<file path="src/rtl/drenaje_salidas_pkg.sv">
// rtl/drenaje_salidas_pkg.sv - shared constants, state encoding and arbitration helper for the output drain
package drenaje_salidas_pkg;

  localparam int DATA_W   = 6;
  localparam int DEST_BIT = 4;
  localparam int CNT_W    = 8;

  localparam logic D0 = 1'b0;
  localparam logic D1 = 1'b1;

  localparam logic [1:0] ST_IDLE = 2'd0;
  localparam logic [1:0] ST_READ = 2'd1;
  localparam logic [1:0] ST_CAPT = 2'd2;
  localparam logic [1:0] ST_HOLD = 2'd3;

  typedef enum logic [1:0] {
    IDLE = ST_IDLE,
    READ = ST_READ,
    CAPT = ST_CAPT,
    HOLD = ST_HOLD
  } state_t;

  // Round-robin when both sides have data, otherwise whichever side is non-empty.
  function automatic logic pick_src(input logic empty0, input logic empty1, input logic rr_last);
    if (!empty0 && !empty1) begin
      return ~rr_last;
    end
    return empty0 ? D1 : D0;
  endfunction

endpackage

</file>
<file path="src/rtl/drenaje_salidas_contador.sv">
// rtl/drenaje_salidas_contador.sv - saturating up-counter with increment enable
module contador_sat #(
  parameter int W = 8
) (
  input  logic         clk,
  input  logic         resetn,
  input  logic         inc,
  output logic [W-1:0] count
);

  always_ff @(posedge clk) begin
    if (!resetn) begin
      count <= '0;
    end else if (inc && (count != {W{1'b1}})) begin
      count <= count + 1'b1;
    end
  end

endmodule

</file>
<file path="src/rtl/drenaje_salidas.sv">
// rtl/drenaje_salidas.sv - round-robin drain of the D0/D1 output FIFOs onto one valid/ready stream
module drenaje_salidas
  import drenaje_salidas_pkg::*;
#(
  parameter int DATA_W   = drenaje_salidas_pkg::DATA_W,
  parameter int DEST_BIT = drenaje_salidas_pkg::DEST_BIT,
  parameter int CNT_W    = drenaje_salidas_pkg::CNT_W
) (
  input  logic              clk,
  input  logic              reset,
  input  logic              enable,
  input  logic              empty_d0,
  input  logic              empty_d1,
  input  logic [DATA_W-1:0] data_out0,
  input  logic [DATA_W-1:0] data_out1,
  output logic              pop_D0,
  output logic              pop_D1,
  output logic [DATA_W-1:0] out_data,
  output logic              out_src,
  output logic              out_valid,
  input  logic              out_ready,
  output logic [CNT_W-1:0]  count_d0,
  output logic [CNT_W-1:0]  count_d1,
  output logic              misroute_err
);

  state_t            state;
  state_t            state_nxt;
  logic              sel;
  logic              rr_last;
  logic              start;
  logic [DATA_W-1:0] rd_data;

  assign start   = enable && !(empty_d0 && empty_d1);
  assign rd_data = (sel == D1) ? data_out1 : data_out0;

  always_ff @(posedge clk) begin
    if (!reset) begin
      state        <= IDLE;
      sel          <= D0;
      rr_last      <= D1;
      out_data     <= '0;
      out_src      <= 1'b0;
      out_valid    <= 1'b0;
      misroute_err <= 1'b0;
    end else begin
      state <= state_nxt;
      case (state)
        IDLE: begin
          if (start) begin
            sel <= pick_src(empty_d0, empty_d1, rr_last);
          end
        end
        READ: rr_last <= sel;
        CAPT: begin
          out_data  <= rd_data;
          out_src   <= sel;
          out_valid <= 1'b1;
          if (rd_data[DEST_BIT] != sel) begin
            misroute_err <= 1'b1;
          end
        end
        HOLD: begin
          if (out_ready) begin
            out_valid <= 1'b0;
          end
        end
        default: ;
      endcase
    end
  end

  // Pops are Moore outputs of READ, so a strobe lasts exactly one cycle.
  always_comb begin
    state_nxt = state;
    pop_D0    = 1'b0;
    pop_D1    = 1'b0;
    case (state)
      IDLE: if (start) state_nxt = READ;
      READ: begin
        pop_D0    = (sel == D0);
        pop_D1    = (sel == D1);
        state_nxt = CAPT;
      end
      CAPT: state_nxt = HOLD;
      HOLD: if (out_ready) state_nxt = IDLE;
      default: state_nxt = IDLE;
    endcase
  end

  contador_sat #(.W(CNT_W)) u_count_d0 (
    .clk    (clk),
    .resetn (reset),
    .inc    ((state == CAPT) && (sel == D0)),
    .count  (count_d0)
  );

  contador_sat #(.W(CNT_W)) u_count_d1 (
    .clk    (clk),
    .resetn (reset),
    .inc    ((state == CAPT) && (sel == D1)),
    .count  (count_d1)
  );

endmodule

</file>
<file path="config.mk">
export PLATFORM = sky130hd
export DESIGN_NAME = drenaje_salidas
export DESIGN_NICKNAME = d
export VERILOG_FILES = /design/src/rtl/drenaje_salidas_pkg.sv /design/src/rtl/drenaje_salidas_contador.sv /design/src/rtl/drenaje_salidas.sv
export SDC_FILE = /design/constraint.sdc
export NUM_CORES = 1
export LEC_CHECK = 0
export ABC_AREA = 1
export BUFFER_PORTS_ARGS = -buffer_cell sky130_fd_sc_hd__buf_2
export CORE_ASPECT_RATIO = 2
export CORE_UTILIZATION = 50
export DETAILED_ROUTE_END_ITERATION = 10
export PLACE_DENSITY_LB_ADDON = 0.05
export SETUP_SLACK_MARGIN = 0.05
export SLEW_MARGIN = 20
export SYNTH_ARGS = -nofsm -noshare
export SYNTH_HDL_FRONTEND = slang
export SYNTH_SLANG_ARGS = --single-unit
export TNS_END_PERCENT = 5
</file>
<file path="constraint.sdc">
create_clock -name clk -period 1.65 [get_ports clk]
set_input_delay 0.0825 -clock clk [delete_from_list [all_inputs] [get_ports clk]]
set_output_delay 0.0825 -clock clk [all_outputs]
set_load 0.005 [all_outputs]
</file>
Yosys cells after proc, flatten, opt, wreduce, memory -nomap -nowiden
Cells that the tools add are included.
Cells by class
  $add $sub $neg: 2
  $mul: 0
  divide/modulo/power cells: 0
  magnitude comparators: 0
  eq/ne operators: 8
  shift operators: 0
  multiplexer cells: 15
  bitwise operators: 2
  reductions and logical operators: 16
Operators with widths (number)
  8-bit by 1-bit adder with 8-bit output, second input constant: 2
  8-bit != test, second input constant: 2
  1-bit two-way mux: 10
  2-bit case mux with 4 select lines: 1
  2-bit AND reduction: 4
  1-bit logical AND: 7
  6-bit two-way mux: 1
  2-bit == test, second input constant: 2
  2-bit two-way mux: 2
  2-bit != test, second input constant: 2
  1-bit zero test: 3
  2-bit by 1-bit == test with 1-bit output, second input constant: 1
  2-bit zero test: 1
  1-bit NOT: 2
  1-bit case mux with 2 select lines: 1
  2-bit nonzero test: 1
  1-bit != test: 1
Storage, ports and cells
  flip-flop bits (word level): 29
  latch bits: 0
  bits in writable memories: 0
  ROM bits: 0
  output and inout bits: 27
  logic and storage cells: 52
  memories kept: 0

Longest topological paths before layout
  depth after elaboration: 7
  depth in mapped cells: 9

Cells and area by module
Synthesis repeated with hierarchy kept, for this count alone.
Unflattened totals
  cell total of the unflattened synthesis: 250
  area total of the unflattened synthesis: 1657.8 um^2
Modules (own cells, without submodules)
  contador_sat: times used 2, cells each 76, area each 496.7 um^2, sequential area each 160.2 um^2
  drenaje_salidas: times used 1, cells each 98, area each 664.4 um^2, sequential area each 260.2 um^2

Worst setup path before layout
No wires, ideal clock.
  path kind: flip-flop to flip-flop
  start point: register state[0]
  end point: register u_count_d0.count[0]
  setup time: 115 ps
  arrival: 1225 ps
  required time: 1535 ps
  slack: 310 ps
  cell stages (with the launch flop): 8
  clock period less this slack: 1340 ps
  cells stage by stage: dfxtp_1 -> inv_1 -> ha_1 -> nand2_2 -> clkinv_2 -> buf_4 -> a21oi_1 -> nor2_1
Between the ends
  longest elaborated chain between the ends: 3
RTL lines
  start: declaration: line drenaje_salidas.sv:27  | state_t state;
  start signal: assignment: line drenaje_salidas.sv:47  | state <= state_nxt;
  2-bit == test: line drenaje_salidas.sv:94  | .inc ((state == CAPT) && (sel == D0)),
  1-bit logical AND: line drenaje_salidas.sv:94
  1-bit logical AND: line drenaje_salidas_contador.sv:14  | end else if (inc && (count != {W{1'b1}})) begin
  end signal: assignment: line drenaje_salidas_contador.sv:15  | count <= count + 1'b1;
  end: declaration: line drenaje_salidas_contador.sv:8  | output logic [W-1:0] count
Every way passes these cells.
A chain may end at the register's enable or synchronous reset.

Worst setup path after layout
  start point: register u_count_d1.count[0]
  end point: register u_count_d1.count[3]
Between the ends
  longest elaborated chain between the ends: 2
  elaborated cells on any way between the ends: 3
  those cells by class: 1 x add/sub; 1 x eq/ne; 1 x reduce/logical
RTL lines (line)
  start: declaration: drenaje_salidas_contador.sv:8
  start signal: assignment: drenaje_salidas_contador.sv:15
  branches (longest 2 deep; another with 8-bit by 1-bit adder with 8-bit output)
Several ways; the timed one is not identified.

==> impl_metrics.env <==
export IMPL_outcome="finished, final reports clean"
export IMPL_cp_slowest_cell="dfxtp_1"
export IMPL_crit_start="u_count_d1.count[0]$_SDFFE_PN0P_"
export IMPL_pin_count=45
export IMPL_netlist_area_um2=1480
export IMPL_final_common_cell="nand2_1"
export IMPL_worst_slew_pin_slew_ns=0.329
export IMPL_firstDrtPassIters=4
export IMPL_hold_path_class="in -> reg"
export IMPL_gr_total_overflow=0
export IMPL_setup_viol=0
export IMPL_drive_gt1_frac=0.220
export IMPL_rsz0062_at_grt="yes"
export IMPL_clock_sinks=29
export IMPL_final_util=0.649
export IMPL_path_class="reg -> reg"
export IMPL_cts_tree="done"
export IMPL_gr_usage_all_layers=0.247
export IMPL_first_global_vias=1466
export IMPL_start_util=0.536
export IMPL_cts_hold_buf=0
export IMPL_vdd_drop_max_v=0.000879
export IMPL_synth_top_cell_area_share=0.391
export IMPL_crit_top_cell="nand2_1"
export IMPL_hp_start="empty_d0"
export IMPL_dpl_hpwl_um=2590
export IMPL_drc_errors=0
export IMPL_required_ns=1.82
export IMPL_hold_viol_final=0
export IMPL_yosys_warnings=0
export IMPL_postRouteWirelength_um=3270
export IMPL_io_buffers=44
export IMPL_die_x_um=40.5
export IMPL_vias_per_cell=5.03
export IMPL_grt_pass1_wl_um=5550
export IMPL_vias=1520
export IMPL_stdcell_count=302
export IMPL_clk_latency_ns=0.28
export IMPL_die_area_um2=3200
export IMPL_skew_ns=0.00322
export IMPL_cts_buffer_depth=2
export IMPL_drtIter0Drc=17
export IMPL_cap_viol_max_count=0
export IMPL_power_density_nw_per_um2=1120
export IMPL_antenna_found_initial=0
export IMPL_fmax_mhz=701
export IMPL_critical_path_max_fanout=10
export IMPL_fin_tns_setup_ns=0
export IMPL_slew_viol_final=0
export IMPL_path_clk_slew_ns=0.06
export IMPL_wire_per_inst_um=10.8
export IMPL_synth_area_leader_cell="dfxtp_1"
export IMPL_rr_startpoint="u_count_d1.count[0]$_SDFFE_PN0P_"
export IMPL_synth_distinct_cells=23
export IMPL_core_area_um2=2770
export IMPL_finish_net_count=296
export IMPL_crit_path_end_kind="flop"
export IMPL_path_cells="ha_1 > nand2_1 > inv_1 > nand3_2 > nand2_1 > nand2_1 > nand2_1 > nor2_1"
export IMPL_slew_headroom=0.780
export IMPL_area_growth_synth_to_final_pct=21.2
export IMPL_critPathLaunchType="flop"
export IMPL_postRouteAntennaNets=0
export IMPL_gp_congestion=0.803
export IMPL_syn_inst=225
export IMPL_grt_max_degree=17
export IMPL_die_h_um=79.0
export IMPL_synth_seq_area_share=0.391
export IMPL_netlist_top_cells_area="dfxtp_1 (39%), nand2_1 (17%), nor2_1 (7.8%), inv_1 (6.8%), nand3_1 (6.4%)"
export IMPL_max_stage_delay_ns=0.40
export IMPL_synth_seq_cells=29
export IMPL_root_buffer="clkbuf_8"
export IMPL_synth_avg_cell_area_um2=6.60
export IMPL_period_share=0.864
export IMPL_rows=27
export IMPL_cp_arrival_ns=1.60
export IMPL_placedCellCount=294
export IMPL_syn_nets=249
export IMPL_leakage_nw=0.968
export IMPL_holdWs_ns=0.0459
export IMPL_final_cell_mix="nand2_1 (69), buf_2 (44), nor2_1 (31)"
export IMPL_insertedDiodeCount=0
export IMPL_finalCriticalPeriod_ns=1.43
export IMPL_numCtsBuffers=5
export IMPL_htree_levels=2
==> final timing paths <==
path	to	slack (ns)	depth (start not counted)
setup / recovery	u_count_d1.count[3]$_SDFFE_PN0P_	0.22	8
hold / removal	sel$_SDFFE_PN0P_	0.05	2
setup reg to reg	u_count_d1.count[3]$_SDFFE_PN0P_	0.22	8
hold reg to reg	out_valid$_SDFFE_PN0P_	0.48	2
==> sequential cells by signal, indices dropped and copies added, names as in the netlist <==
| name | count |
|---|---|
| out_valid | 1 |
| rr_last | 1 |
| u_count_d0.count | 8 |
| u_count_d1.count | 8 |
| out_src | 1 |
| out_data | 6 |
| misroute_err | 1 |
| state | 2 |
| sel | 1 |
==> power by group <==
part	switching, mW	internal, mW	total [mW]
Clock	0.245	0.299	0.544
Combinational	0.335	0.248	0.584
Sequential	0.0808	0.811	0.891
Total	0.661	1.36	2.02
==> stage by stage <==
| step | instance area, um2 | power, mW | setup WS (ns) |
|---|---|---|---|
| 3_5_place_dp | 1720 | 1.49 | 0.157 |
| 4_1_cts | 1800 | 2.04 | 0.158 |
| 2_1_floorplan | 1480 | 1.29 | 0.310 |
| 3_3_place_gp | 1720 | 1.48 | 0.235 |
| 5_1_grt | 1800 | 2.17 | 0.0393 |
| 6_report | 1800 | 2.02 | 0.224 |
==> area by class of cell <==
class | count | area [um2]
timing repair buffer | 46 | 235
sequential | 29 | 581
inverter | 30 | 115
clock buffer | 8 | 80.1
fill | 280 | 972
multi-input combinational | 160 | 751
tap | 29 | 36.3
==> critical path: cells and delay by family, from the launching register on <==
family                   cells  cell delay (ns)
adder cells (fa/ha/maj)      1             0.23
buffers and inverters        1             0.09
flip-flops                   1             0.40
AND/OR/NAND/NOR              6             0.60
==> routing by layer <==
layer	GRT usage	up-vias	share of wire
met3	0.0782	11	0.037
met5	0	-	0
met1	0.206	679	0.37
met4	0.133	0	0.034
met2	0.452	35	0.56
li1	-	795	-
==> synthesized netlist by cell type, drive strengths merged <==
| cell | instances |
|---|---|
| o221ai | 1 |
| nand4 | 1 |
| clkinv | 1 |
| o21ai | 7 |
| clkbuf | 2 |
| nand3b | 2 |
| nand3 | 20 |
| nor3 | 3 |
| inv | 29 |
| a21oi | 14 |
| o31a | 1 |
| nor2 | 33 |
| buf | 4 |
| nand2 | 72 |
| dfxtp | 29 |
| ha | 6 |
==> repair_timing <==
action | in CTS | in global routing
endpoints found under the setup margin | 0 | 3
buffers inserted | 0 | 0
hold endpoints to repair | 0 | 0
gates resized for setup | 0 | 1
==> cell families after synthesis <==
group,after synthesis,share of synthesized area
and+or+nand+nor,131,0.373
buffers and inverters,36,0.103
DFF,29,0.391
AOI/OAI and AO/OA,23,0.0826
adders and majority gates,6,0.0506
No activity file was read; power rests on OpenSTA's default activity.
